<file path="config.mk">
export PLATFORM = sky130hd
export DESIGN_NAME = hex_display_arbiter
export DESIGN_NICKNAME = d
export VERILOG_FILES = /design/src/rtl/hex_display_arbiter.sv
export SDC_FILE = /design/constraint.sdc
export NUM_CORES = 1
export LEC_CHECK = 0
export ABC_AREA = 1
export BUFFER_PORTS_ARGS = -buffer_cell sky130_fd_sc_hd__buf_2
export CAP_MARGIN = 10
export CORE_AREA = 2 2 78 80
export DETAILED_ROUTE_END_ITERATION = 16
export DIE_AREA = 0 0 80 82
export PLACE_DENSITY = 0.83
export SLEW_MARGIN = 20
export SYNTH_ARGS = -nofsm -noshare
export SYNTH_HDL_FRONTEND = slang
export SYNTH_SLANG_ARGS = --single-unit
</file>
<file path="constraint.sdc">
create_clock -name CLOCK_50 -period 4.33 [get_ports CLOCK_50]
set_clock_uncertainty 0.1 [all_clocks]
set_input_delay 0.866 -clock CLOCK_50 [delete_from_list [all_inputs] [get_ports CLOCK_50]]
set_output_delay 0.866 -clock CLOCK_50 [all_outputs]
set_load 0.02 [all_outputs]
</file>
<file path="src/rtl/hex_display_arbiter.sv">
// hex_display_arbiter
// Shares the two-digit seven-segment display (HEX1:HEX0) between four
// requesters. A round-robin arbiter grants one requester at a time for a
// bounded hold window. The granted requester's live 4-bit value is shown as
// two decimal digits ("00".."15").
//
// Ports:
//   CLOCK_50  in   system clock, rising edge
//   RESET     in   asynchronous active-high reset
//   req[3:0]  in   request lines, req[i] = requester i
//   val[15:0] in   requester values, requester i uses val[4i+3:4i]
//   grant     out  registered one-hot (or zero) grant
//   busy      out  registered, high while any grant is active
//   HEX0      out  ones digit, active-low, bit 0 = seg a .. bit 6 = seg g
//   HEX1      out  tens digit, same encoding
module hex_display_arbiter #(
  parameter int HOLD_CYCLES = 50_000_000,
  parameter int CNT_W       = 26
) (
  input  logic        CLOCK_50,
  input  logic        RESET,
  input  logic [3:0]  req,
  input  logic [15:0] val,
  output logic [3:0]  grant,
  output logic        busy,
  output logic [0:6]  HEX0,
  output logic [0:6]  HEX1
);

  localparam logic [CNT_W-1:0] CNT_RELOAD = CNT_W'(HOLD_CYCLES - 1);
  localparam logic [CNT_W-1:0] CNT_ZERO   = {CNT_W{1'b0}};
  localparam logic [CNT_W-1:0] CNT_ONE    = {{(CNT_W-1){1'b0}}, 1'b1};
  localparam logic [0:6]       SEG_BLANK  = 7'b1111111;

  typedef enum logic [0:0] {
    ST_IDLE = 1'b0,
    ST_SHOW = 1'b1
  } state_t;

  // Active-low segment pattern of one decimal digit.
  function automatic logic [0:6] seg_digit(input logic [3:0] d);
    logic [0:6] s;
    case (d)
      4'd0:    s = 7'b0000001;
      4'd1:    s = 7'b1001111;
      4'd2:    s = 7'b0010010;
      4'd3:    s = 7'b0000110;
      4'd4:    s = 7'b1001100;
      4'd5:    s = 7'b0100100;
      4'd6:    s = 7'b0100000;
      4'd7:    s = 7'b0001111;
      4'd8:    s = 7'b0000000;
      4'd9:    s = 7'b0000100;
      default: s = SEG_BLANK;
    endcase
    return s;
  endfunction

  state_t           r_state;
  logic [1:0]       r_ptr;
  logic [CNT_W-1:0] r_cnt;

  state_t           w_state_nxt;
  logic [1:0]       w_ptr_nxt;
  logic [CNT_W-1:0] w_cnt_nxt;
  logic [3:0]       w_grant_nxt;
  logic [0:6]       w_hex0_nxt;
  logic [0:6]       w_hex1_nxt;
  logic [1:0]       w_cand;
  logic [1:0]       w_win_idx;
  logic             w_any_req;
  logic             w_rearb;
  logic             w_take;
  logic [3:0]       w_own_val;

  assign w_any_req = |req;
  // While showing, r_ptr is the index of the current owner.
  assign w_rearb   = !req[r_ptr] || (r_cnt == CNT_ZERO);

  // Round-robin winner: scan ptr+4 (= ptr, lowest priority) down to ptr+1 so
  // the last hit, i.e. the earliest in search order, is kept.
  always_comb begin
    w_cand    = r_ptr;
    w_win_idx = r_ptr;
    for (int k = 4; k >= 1; k--) begin
      w_cand = r_ptr + 2'(k);
      if (req[w_cand]) begin
        w_win_idx = w_cand;
      end else begin
        w_win_idx = w_win_idx;
      end
    end
  end

  // Next-state, pointer and hold-counter logic.
  always_comb begin
    w_state_nxt = r_state;
    w_ptr_nxt   = r_ptr;
    w_cnt_nxt   = r_cnt;
    w_take      = 1'b0;
    case (r_state)
      ST_IDLE: begin
        if (w_any_req) begin
          w_state_nxt = ST_SHOW;
          w_take      = 1'b1;
        end else begin
          w_state_nxt = ST_IDLE;
        end
      end
      ST_SHOW: begin
        if (w_rearb) begin
          if (w_any_req) begin
            w_state_nxt = ST_SHOW;
            w_take      = 1'b1;
          end else begin
            w_state_nxt = ST_IDLE;
            w_cnt_nxt   = CNT_ZERO;
          end
        end else begin
          w_cnt_nxt = r_cnt - CNT_ONE;
        end
      end
      default: begin
        w_state_nxt = ST_IDLE;
        w_cnt_nxt   = CNT_ZERO;
      end
    endcase
    if (w_take) begin
      w_ptr_nxt = w_win_idx;
      w_cnt_nxt = CNT_RELOAD;
    end else begin
      w_ptr_nxt = w_ptr_nxt;
    end
  end

  // Grant and display are derived from the next state so both update on the
  // same edge; the value is read live from the owner's val slice.
  always_comb begin
    w_grant_nxt = 4'b0000;
    w_own_val   = val[{w_ptr_nxt, 2'b00} +: 4];
    w_hex0_nxt  = SEG_BLANK;
    w_hex1_nxt  = SEG_BLANK;
    if (w_state_nxt == ST_SHOW) begin
      w_grant_nxt = 4'b0001 << w_ptr_nxt;
      if (w_own_val >= 4'd10) begin
        w_hex1_nxt = seg_digit(4'd1);
        w_hex0_nxt = seg_digit(w_own_val - 4'd10);
      end else begin
        w_hex1_nxt = seg_digit(4'd0);
        w_hex0_nxt = seg_digit(w_own_val);
      end
    end else begin
      w_grant_nxt = 4'b0000;
    end
  end

  // State, pointer, counter and registered outputs.
  always_ff @(posedge CLOCK_50 or posedge RESET) begin
    if (RESET) begin
      r_state <= ST_IDLE;
      r_ptr   <= 2'd3;
      r_cnt   <= CNT_ZERO;
      grant   <= 4'b0000;
      busy    <= 1'b0;
      HEX0    <= SEG_BLANK;
      HEX1    <= SEG_BLANK;
    end else begin
      r_state <= w_state_nxt;
      r_ptr   <= w_ptr_nxt;
      r_cnt   <= w_cnt_nxt;
      grant   <= w_grant_nxt;
      busy    <= |w_grant_nxt;
      HEX0    <= w_hex0_nxt;
      HEX1    <= w_hex1_nxt;
    end
  end

endmodule

</file>
# Word-level counts from Yosys, hierarchy flattened
# Memory sizes are Yosys's and may differ from the RTL's.
# Cells that the tools add are included.
dict set report totals {
  ff_bits 48
  latch_bits 0
  ram_bits 0
  mem_bits_ro 224
  in_bits 22
  out_inout_bits 19
  wordCells 56
  mem_count 2
}
# memory words width rd rd_ports_with_merged_regs write_ports line_no
set memory_table {}
lappend memory_table {{(name not given)} 16 7 1 0 0 43} ;# case (d)
lappend memory_table {{(name not given)} 16 7 1 0 0 43}
dict set report classes {
  add_sub_neg 5
  n_mul 0
  div_mod_pow 0
  order_cmp 5
  eq_ne 1
  shifts 2
  mux 26
  n_bitwise 1
  reduce_logical 7
}
# op n
set op_table {}
lappend op_table {{$mux W26} 4}
lappend op_table {{$mux W7} 4}
lappend op_table {{$logic_not A26 Y1} 1}
lappend op_table {{$sub A26 B1 Y26 const B} 1}
lappend op_table {{$shiftx A16 B5 Y4} 1}
lappend op_table {{$lt A2 B3 Y1 const B} 4}
lappend op_table {{$bmux W1 S2} 4}
lappend op_table {{$mux W2} 4}
lappend op_table {{$reduce_or A4 Y1} 2}
lappend op_table {{$mux W1} 7}
lappend op_table {{$add A2 B2 Y2 const B} 2}
lappend op_table {{$ge A4 B4 Y1 const B} 1}
lappend op_table {{$mux W4} 1}
lappend op_table {{$pmux W1 S2} 2}
lappend op_table {{$shl A1 B2 Y4 const A} 1}
lappend op_table {{$sub A4 B4 Y4 const B} 1}
lappend op_table {{$ne A3 B2 Y1 const B} 1}
lappend op_table {{$add A2 B1 Y2 const B} 1}
lappend op_table {{$reduce_and A2 Y1} 1}
lappend op_table {{$reduce_bool A2 Y1} 1}
lappend op_table {{$logic_not A1 Y1} 1}
lappend op_table {{$logic_or A1 B1 Y1} 1}
lappend op_table {{$not A1 Y1} 1}

# Logic depth before layout (Yosys ltp)
# Gate-level depths: netlist of the first run.
# An unclocked memory read counts as a cell.
dict set report depth {
  depth_word 12
  depth_mapped 26
  ltp_nobuf 24
}

# Worst setup path before layout of the first run
# No wires, ideal clock.
dict set report synth_timing {
  kind {input-to-reg}
  start {input port req[3]}
  end {register HEX0[3] (netlist bit)}
  setup_time_ps 76
  t_arrival_ps 2784
  required_time_ps 4154
  path_slack_ps 1371
  cell_stages 21
  n_path_buf 1
  cell_sequence {inv_1 o21ai_0 nand2_1 nand2_1 inv_1 nand2_2 nand3_2 nand2_4 nand2_4 buf_8 inv_4 nand2_1 nand2_1 nand2_1 nand2_2 inv_1 ha_1 nor2_1 o21ai_0 inv_1 nand2_1}
}
dict set report synth_between {
  elab_chain_len 12
  elab_cells_between_ends 27
  classes_between {add/sub: 1; order compare: 1; shift: 1; mux: 19; reduce/logical: 3; memory: 2}
}
# item line_no
set synth_lines {}
lappend synth_lines {{start: declaration} 22} ;# input logic [3:0] req,
lappend synth_lines {{$bmux W1 S2} -}
lappend synth_lines {{$mux W1 (implied by the code)} 78} ;# assign w_rearb = !req[r_ptr] || (r_cnt == CNT_ZERO);
lappend synth_lines {{$logic_not A1 Y1} 78}
lappend synth_lines {{$logic_or A1 B1 Y1} 78}
lappend synth_lines {{$mux W1} 111} ;# if (w_rearb) begin
lappend synth_lines {{$pmux W1 S2} 101} ;# case (r_state)
lappend synth_lines {{$mux W2 (*)} 128} ;# if (w_take) begin
lappend synth_lines {{named net w_ptr_nxt[0]} 64} ;# logic [1:0] w_ptr_nxt;
lappend synth_lines {{$shiftx A16 B5 Y4 (*)} 140} ;# w_own_val = val[{w_ptr_nxt, 2'b00} +: 4];
lappend synth_lines {{$sub A4 B4 Y4} 147} ;# w_hex0_nxt = seg_digit(w_own_val - 4'd10);
lappend synth_lines {{$mem_v2 Z16 W7} -}
lappend synth_lines {{$mux W7 (*)} 145} ;# if (w_own_val >= 4'd10) begin
lappend synth_lines {{$mux W7 (*)} 143} ;# if (w_state_nxt == ST_SHOW) begin
lappend synth_lines {{named net w_hex0_nxt, one bit} 67} ;# logic [0:6] w_hex0_nxt;
lappend synth_lines {{end signal: assignment} 173} ;# HEX0 <= w_hex0_nxt;
lappend synth_lines {{end: declaration} 26} ;# output logic [0:6] HEX0,
# The timed path passes the listed nets; every way through them passes the cells marked *. The select of a mux whose other input is x is not followed.
# A chain may end at the register's enable or synchronous reset.

# Worst setup path in the final report of the first run
dict set report layout_timing {
  start {register r_cnt[0]}
  end {register HEX0[5] (netlist bit)}
}
dict set report layout_between {
  elab_chain_len 10
  elab_cells_between_ends 14
  classes_between {add/sub: 1; order compare: 1; shift: 1; mux: 7; reduce/logical: 2; memory: 2}
}
# item line_no
set layout_lines {}
lappend layout_lines {{start: declaration} 61} ;# logic [CNT_W-1:0] r_cnt;
lappend layout_lines {{start signal: assignment} 170} ;# r_cnt <= w_cnt_nxt;
lappend layout_lines {{$logic_not A26 Y1 (*)} 78}
lappend layout_lines {{$logic_or A1 B1 Y1 (*)} 78}
lappend layout_lines {{$mux W1} 111}
lappend layout_lines {{$pmux W1 S2} 101}
lappend layout_lines {{$mux W2} 128}
lappend layout_lines {{$shiftx A16 B5 Y4} 140}
lappend layout_lines {{$sub A4 B4 Y4} 147}
lappend layout_lines {{$mem_v2 Z16 W7} -}
lappend layout_lines {{$mux W7} 145}
lappend layout_lines {{$mux W7 (*)} 143}
lappend layout_lines {{named net w_hex0_nxt, one bit} 67}
# The timed path passes the listed nets; every way through them passes the cells marked *.

==> impl_metrics.csv, run 1 <==
group,metric,value,unit
critical_path,worstSetupPathType,"reg -> reg",
critical_path,crit_top_cell,"nand2_1",
clocking,clk_latency,0.30,ns
logic_synthesis,synth-xor-area-share,4.632,%
logic_synthesis,ys_ff_latch,43,
drt,via_per_inst,5.198,
logic_synthesis,synth_edf_count,0,
timing,relSlewSlack,58.38,%
logic_synthesis,async_flop_share,100.0,%
flow_run,maxCapViolCount,0,
drt,drtIter0Drc,143,
floorplan,fp.dieH,82,um
critical_path,critPathSlowestCell,"dfrtp_1",
critical_path,cp_cell_sequence,"inv_1 -> ha_1 -> nand3_2 -> nor2_4 -> nand4_4 -> nand2_4 -> nand3_2 -> nand2_4 -> nand2_4 -> inv_4 -> nand2_1 -> nand2_1 -> nand2_1 -> nand2_2 -> inv_1 -> ha_1 -> o21ai_2 -> inv_2 -> nand2_1 -> nand3_1",
floorplan,dieArea,6560,um2
global_routing,grt_pass1_vias,2361,
timing,fin_crit_sh,71.81,%
layout,antenna_cells,0,
placed_design,hpwl,4.565,mm
floorplan,initial_core_util,52.66,%
clocking,postCtsHoldBufs,0,
drt,drcViolationCount,0,
floorplan,fp.dieW,80,um
clocking,path_clk_slew,0.09,ns
clocking,post_cts_buffers,0,
floorplan,pin_count,41,
layout,fin_nets,458,
logic_synthesis,ys_seq_area_share,36.02,%
placed_design,gp_congestion,0.9455,
critical_path,worstPathArrival,3.22,ns
clocking,cts_root_buf,"clkbuf_8",
timing,rsz0062_at_grt,"false",
critical_path,slowest_delay,0.41,ns
placed_design,portBuffers,39,
drt,drt_first_pass_iters,4,
layout,multiInputGateArea,1690,um2
clocking,cts-buffers-inserted,5,
critical_path,cp_top_family,"simple AND/OR/NAND/NOR gates",
logic_synthesis,yosys.area.top_type,"dfrtp_1",
global_routing,grt_max_degree,44,
outcome,status,"finished, final reports clean",
layout,syn_to_final_growth,11.25,%
logic_synthesis,synthCells,392,
timing,slew_viol_final,0,
critical_path,worstSetupStartpointType,"register",
global_routing,grt_util_all_layers,20.01,%
timing,setup_tns,0,ns
layout,layout-drive-gt1-share,26.45,%
drt,wl_per_cell,12.16,um
logic_synthesis,synth_top_family_by_area,"simple AND/OR/NAND/NOR gates",
clocking,h-tree-depth,2,
timing,finalWorstSetupSlack,1.221,ns
timing,hold_viol,0,
timing,finalCriticalPeriod,3.109,ns
critical_path,end_kind,"register",
drt,final_antenna_net_count,0,
timing,setup_viol,0,
logic_synthesis,synth-compound-area-share,7.237,%
worst_hold_path,hold_class,"reg -> reg",
global_routing,grt_first_pass_wirelength,10.47,mm
logic_synthesis,avgSynthCellArea,7.718,um2
floorplan,coreArea,5746,um2
logic_synthesis,synth-simple-area-share,41.40,%
logic_synthesis,synth-main-ff-cell,"dfrtp_1",
placed_design,place_ws,0.9254,ns
critical_path,cp_max_fo,15,
floorplan,rows,28,
clocking,ctsResizeCount,0,
drt,wirelength,6.151,mm
timing,fmax,0.3216,GHz
clocking,clkSinkCount,43,
layout,nFillCells,524,
logic_synthesis,synth_top_area_share,26.47,%
logic_synthesis,ys_types,40,
critical_path,critPathBufInv,4,
logic_synthesis,synth_common_cells,"102 x nand2_1, 41 x nand3_1, 37 x inv_1",
timing,worstMarginPinSlew,0.6242,ns
global_routing,grt.overflow.total,0,
layout,final-seq-area,1090,um2
logic_synthesis,synth.cell_area,3025,um2
logic_synthesis,yosys-top-cells-area,"dfrtp_1 26%, nand2_1 13%, dfstp_2 9.6%",
clocking,cts_tree,"built",
logic_synthesis,synth_nets,420,
critical_path,cp_data_required_time,4.44,ns
logic_synthesis,synth.most_common_cell,"nand2_1",
logic_synthesis,synth_fa_ha_area_share,2.481,%
global_routing,antenna_found_initial,0,
logic_synthesis,muxShareOfSynthArea,0,%
logic_synthesis,ys_warn_count,0,
drt,via_count,2630,
clocking,clk_path_buf_depth,2,
-- placed cells by master, fill, tap and decap left out, types with 9 or more instances in the layout --
cell and count:
buf_2 39, dfrtp_1 32, dfstp_2 11, inv_1 37, nand2_1 102, nand2_2 11, nand2_4 11, nand3_1 41
nor2_1 33, o211ai_1 10, o21ai_0 9, xor2_1 12
-- registers in the layout, indices dropped and copies added (netlist names) --
name     cells
HEX0         7
HEX1         2
busy         1
grant        4
r_cnt       26
r_ptr        2
r_state      1
-- logic make-up (layout without fill, tap and decap cells) --
group | Yosys count | in the layout
flops | 43 | 43
fa+ha+maj | 6 | 6
other cells | 1 | 1
xor+xnor | 16 | 16
simple gates | 238 | 238
buf+inv | 55 | 94
compound gates | 33 | 33
-- metal layers --
layer / track usage [%] / share of wire [%]
met3: 3.736 / 4.3
met2: 36.17 / 51
met1: 24.39 / 43
met5: 0 / 0
met4: 5.593 / 1.2
-- through the flow --
stage                     hold slack [ns]  std cells  util, %  cell area [um2]
after floorplan                    0.3823        392        -             3025
after global placement             0.4066        498    56.71             3258
after detailed placement           0.4235        498    56.71             3258
after CTS                          0.4402        506    58.58             3366
after global routing               0.4665        506    58.58             3366
final                              0.4321        506    58.58             3366
-- path summary, 6_finish.rpt --
check,slack (ns),cells after the start,end,startpoint
hold reg to reg,0.43,1,r_cnt[0],r_cnt[0]
setup reg to reg,1.22,20,HEX0[5],r_cnt[0]
max in group asynchronous,3.17,3,r_ptr[0],RESET
setup / recovery,1.22,20,HEX0[5],r_cnt[0]
min in group asynchronous,0.58,3,r_cnt[11],RESET
hold / removal,0.43,1,r_cnt[0],r_cnt[0]
-- cell type report --
| type | instances | area share (%) |
|---|---|---|
| clock buffers | 6 | 2.788 |
| clock inverters | 2 | 0.4089 |
| inverters | 45 | 5.167 |
| multi-input cells | 294 | 50.22 |
| flip-flops and latches | 43 | 32.38 |
| well taps | 75 | 2.788 |
| repair buffers | 41 | 6.245 |
Power of run 1 is left out: the tool's default activity adds up to more than one toggle a clock period on the data nets, which glitch-free logic cannot reach.
==> run 2: changes to the inputs <==
clock period = 3.05 ns   (was 4.33 ns; I/O delays follow)
==> run 2 against run 1 <==
Critical path depth increased by 3. Count of clock-buffer cells in the layout increased by 1. Sequential share of layout area decreased by 1.3 points. Non-clock buffer count increased by 14. Critical endpoint is now HEX0[3]. Largest cell class unchanged.
==> impl_metrics.csv, run 2 (synthesis gave the netlist of run 1 again) <==
group,metric,value,unit
floorplan,dieArea,6560,um2
timing,fin_crit_sh,91.74,%
critical_path,cp_data_required_time,3.19,ns
clocking,cts-buffers-inserted,5,
layout,largest_register_ffs,26,
clocking,clk_path_buf_depth,2,
timing,slew_viol_final,0,
global_routing,use_met2,38.00,%
floorplan,pin_count,41,
floorplan,initial_core_util,52.66,%
clocking,path_clk_slew,0.09,ns
flow_run,maxCapViolCount,0,
clocking,h-tree-depth,2,
layout,reg.largest.list,"r_cnt x26, HEX0 x7, grant x4",
placed_design,gp_congestion,0.9144,
critical_path,reg2reg_depth,23,
global_routing,grt_first_pass_wirelength,10.91,mm
layout,final_cell_mix,"102 x nand2_1, 41 x nand3_1, 39 x buf_2, 36 x inv_1",
clocking,clk_latency,0.30,ns
clocking,clkSinkCount,43,
drt,drcViolationCount,0,
global_routing,met3_usage,3.956,%
worst_hold_path,hold_class,"in -> async",
critical_path,crit-reg2reg-launch,"r_ptr[1]",
critical_path,worstSetupPathType,"reg -> reg",
outcome,status,"finished, final reports clean",
drt,drt_first_pass_iters,4,
global_routing,antenna_found_initial,0,
drt,via_per_inst,5.208,
timing,relSlewSlack,55.91,%
critical_path,end_kind,"register",
clocking,postCtsHoldBufs,0,
timing,fmax,0.3574,GHz
global_routing,grt.overflow.total,0,
drt,wl_per_cell,12.69,um
drt,drtIter0Drc,103,
critical_path,cp_max_fo,11,
drt,wirelength,6.598,mm
global_routing,grt_pass1_vias,2500,
timing,hold_viol,0,
floorplan,fp.dieW,80,um
clocking,cts_root_buf,"clkbuf_8",
timing,worstMarginPinSlew,0.6614,ns
timing,finalCriticalPeriod,2.798,ns
layout,nFillCells,531,
layout,syn_to_final_growth,15.84,%
floorplan,fp.dieH,82,um
layout,layout-drive-gt1-share,29.44,%
timing,setup_tns,0,ns
global_routing,grtUsageMet1,25.09,%
global_routing,grt_util_all_layers,20.86,%
critical_path,worstPathArrival,2.94,ns
floorplan,coreArea,5746,um2
global_routing,top_usage_layer,"met2",
critical_path,reg2reg_slack,0.25,ns
drt,via_count,2708,
layout,final-seq-area,1090,um2
critical_path,r2r_end,"HEX0[3]",
critical_path,worstSetupStartpointType,"register",
layout,layout_commonest_cell,"nand2_1",
placed_design,hpwl,4.717,mm
layout,regMostFlops,"r_cnt",
drt,final_antenna_net_count,0,
global_routing,grt_max_degree,44,
clocking,cts_tree,"built",
timing,setup_viol,0,
layout,multiInputGateArea,1722,um2
floorplan,rows,28,
placed_design,portBuffers,39,
layout,antenna_cells,0,
layout,fin_nets,472,
run 2: changes by cell type in the layout (fill, tap and decap cells not counted), sizes merged:
cell / previous run / this run
buf: 41 / 54
clkbuf: 6 / 8
clkinv: 2 / 1
run 2: how the worst max path moves through the flow:
stage | start | to | slack, ns | cells after the start
after floorplan | r_cnt[0] | HEX0[3] | 0.29 | 21
after global placement | req[3] | HEX0[3] | 0.19 | 22
after detailed placement | req[3] | HEX0[3] | 0.09 | 22
after CTS | r_cnt[0] | HEX0[3] | 0.14 | 20
after global routing | r_cnt[8] | HEX0[3] | -0.02 | 20
final | r_ptr[1] | HEX0[3] | 0.25 | 23
run 2: worst max-delay path, cell delays in order (launching register included):
cell and delay (ns):
dfstp_2 0.64, inv_2 0.08, nand2_1 0.06, nand2_1 0.09, inv_2 0.06, nand2_1 0.06, nand2_1 0.08, inv_1 0.05
nand2_2 0.09, nand3_2 0.10, nand2_4 0.10, nand2_4 0.10, inv_4 0.08, nand2_1 0.05, nand2_1 0.05, nand2_1 0.05
nand2_2 0.12, inv_1 0.09, ha_1 0.33, nand3_1 0.11, nand3_1 0.08, nand2_1 0.07, nand2_1 0.05, nand2_1 0.05
run 2: layer usage:
layer	vias to the layer above	share of wire, %
li1	1378	-
met1	1254	42
met2	67	52
met3	9	4.3
met4	0	1.3
met5	-	0
run 2: through the flow:
step                      cell area [um2]  hold slack [ns]  setup WS [ns]  util, %  cells
final                                3505           0.3405         0.2518    61.00    520
after global routing                 3505           0.4024       -0.02034    61.00    520
after CTS                            3423           0.3525         0.1396    59.58    513
after detailed placement             3311           0.4106        0.09031    57.62    505
after global placement               3311           0.3988         0.1873    57.62    505
after floorplan                      3025           0.3823         0.2939        -    392
run 2: timing repair:
item | in CTS | in global routing
resized for setup | 0 | 6
endpoints found under the setup margin | 0 | 7
setup buffers | 0 | 7
run 2: final cells by class:
type	instances	share of cell area (%)
flip-flops and latches	43	31.10
multi-input cells	294	49.13
clock inverters	1	0.1428
well taps	75	2.678
repair buffers	55	8.925
clock buffers	7	3.070
inverters	45	4.963
Power of run 2 is left out for the same reason.
==> run 3: changes to the inputs <==
==> constraint.sdc (replaced) <==
create_clock -name CLOCK_50 -period 3.05 [get_ports CLOCK_50]
set_clock_uncertainty 0.1 [all_clocks]
set_input_delay 0.305 -clock CLOCK_50 [delete_from_list [all_inputs] [get_ports CLOCK_50]]
set_output_delay 0.305 -clock CLOCK_50 [all_outputs]
set_load 0.02 [all_outputs]
==> run 3 against run 2 <==
Count of clock-buffer cells in the layout fell by 1. Critical path depth fell by 5. Worst hold slack got worse by 0.27 ns. Register-to-register slack got worse by 0.09 ns. Core utilization rose by 0.33 points. Cell count rose by 0.38%. Setup slack got worse by 0.089 ns. First-iteration DRC count rose by 71%. Sequential share of layout area fell by 0.17 points. Sequential cell count did not move. Fmax fell by 3.1%. Critical endpoint is now HEX0[2]. Highest routed layer unchanged.
==> impl_metrics.csv, run 3 (synthesis gave the netlist of run 1 again) <==
group,metric,value,unit
outcome,status,"finished, final reports clean",
clocking,clk_path_buf_depth,2,
drt,via_per_inst,5.261,
drt,wirelength,6.623,mm
critical_path,r2r_end,"HEX0[2]",
layout,layout-drive-gt1-share,29.08,%
flow_run,maxCapViolCount,0,
critical_path,worstPathArrival,3.01,ns
global_routing,grt_pass1_vias,2549,
placed_design,place_ws,0.1323,ns
floorplan,dieArea,6560,um2
timing,setup_viol,0,
global_routing,antenna_found_initial,0,
critical_path,reg2reg_slack,0.16,ns
timing,worstMarginPinSlew,0.8820,ns
clocking,path_clk_slew,0.09,ns
timing,fmax,0.3463,GHz
placed_design,hpwl,4.633,mm
placed_design,portBuffers,39,
timing,fin_crit_sh,94.66,%
floorplan,initial_core_util,52.66,%
timing,finalCriticalPeriod,2.887,ns
critical_path,worstSetupStartpointType,"register",
layout,nFillCells,490,
timing,slew_viol_final,0,
drt,wl_per_cell,12.69,um
global_routing,grt_util_all_layers,20.12,%
critical_path,end_kind,"register",
drt,drt_first_pass_iters,4,
clocking,clkSinkCount,43,
clocking,cts_root_buf,"clkbuf_8",
timing,relSlewSlack,41.13,%
layout,syn_to_final_growth,16.46,%
layout,multiInputGateArea,1728,um2
global_routing,grt_max_degree,24,
global_routing,grt.overflow.total,0,
timing,hold_viol,0,
layout,antenna_cells,0,
placed_design,gp_congestion,0.9271,
layout,fin_nets,474,
clocking,clk_latency,0.31,ns
critical_path,cp_max_fo,15,
clocking,postCtsHoldBufs,0,
critical_path,crit-reg2reg-launch,"r_cnt[0]",
floorplan,rows,28,
layout,final-seq-area,1090,um2
critical_path,cp_data_required_time,3.18,ns
floorplan,pin_count,41,
drt,drtIter0Drc,176,
layout,reg.largest.list,"r_cnt x26, HEX0 x7, grant x4",
drt,via_count,2746,
floorplan,fp.dieW,80,um
worst_hold_path,hold_class,"in -> async",
clocking,cts_tree,"built",
clocking,cts-buffers-inserted,5,
layout,largest_register_ffs,26,
layout,final_cell_mix,"102 x nand2_1, 41 x nand3_1, 40 x buf_2, 37 x inv_1, 33 x nor2_1",
layout,layout_commonest_cell,"nand2_1",
critical_path,reg2reg_depth,18,
drt,final_antenna_net_count,0,
drt,drcViolationCount,0,
layout,regMostFlops,"r_cnt",
global_routing,grt_first_pass_wirelength,10.61,mm
clocking,h-tree-depth,2,
floorplan,coreArea,5746,um2
floorplan,fp.dieH,82,um
timing,finalWorstSetupSlack,0.1627,ns
critical_path,worstSetupPathType,"reg -> reg",
run 3: cell types whose count changed in the layout (fill, tap and decap cells not counted), sizes merged:
| cell | change |
|---|---|
| buf | +3 |
| clkbuf | -2 |
| clkinvlp | +1 |
| clkinv | -1 |
| bufinv | +1 |
run 3: cell type report:
cell class	instances	area share (%)
inverters	45	4.936
repair buffers	57	9.304
flip-flops and latches	43	30.93
clock buffers	6	2.060
well taps	75	2.663
clock inverters	2	1.065
multi-input cells	294	49.04
run 3: worst max-delay path by stage:
| stage | start | endpoint | slack [ns] | cells after the start |
|---|---|---|---|---|
| CTS | r_ptr[0] | HEX0[6] | 0.09 | 20 |
| detailed placement | r_ptr[0] | HEX0[6] | 0.13 | 20 |
| floorplan | r_cnt[0] | HEX0[3] | 0.29 | 21 |
| global route | r_cnt[0] | HEX0[3] | -0.04 | 19 |
| finish | r_cnt[0] | HEX0[2] | 0.16 | 18 |
| global placement | r_cnt[0] | HEX0[3] | 0.23 | 20 |
run 3: per-stage QoR:
step | setup TNS (ns) | hold slack, ns | std cells | instance area (um2) | utilization, %
after floorplan | 0 | 0.3555 | 392 | 3025 | -
after global placement | 0 | 0.4048 | 502 | 3288 | 57.23
after detailed placement | 0 | 0.4097 | 502 | 3288 | 57.23
after CTS | 0 | 0.1020 | 510 | 3398 | 59.15
after global routing | -0.1364 | 0.1418 | 522 | 3523 | 61.32
final | 0 | 0.07260 | 522 | 3523 | 61.32
run 3: worst max-delay path: stages, from the launching register on:
cell and delay (ns):
dfrtp_1 0.41, inv_1 0.12, ha_4 0.17, nand3_2 0.12, nor2_4 0.16, nand4_4 0.13, nand2_8 0.13, nand4_4 0.20
nand2_8 0.20, nand2_1 0.06, nand2_1 0.07, nand2_1 0.06, nand2_2 0.12, inv_1 0.09, ha_1 0.25, o21ai_2 0.18
inv_2 0.08, nand2_1 0.08, nand3_1 0.07
run 3: metal layers:
metal  wire length (um)  up-vias  track usage (%)
met5                  0        -                0
met4                172        0            7.627
met3                255       15            3.846
met2               3304       73            36.00
met1               2891     1281            23.95
li1                   -     1377                -
run 3: repair_timing:
action,4_1_cts,5_1_grt
gates resized for setup,0,6
buffers inserted,0,12
endpoints found under the setup margin,0,6
Power of run 3 is left out for the same reason.
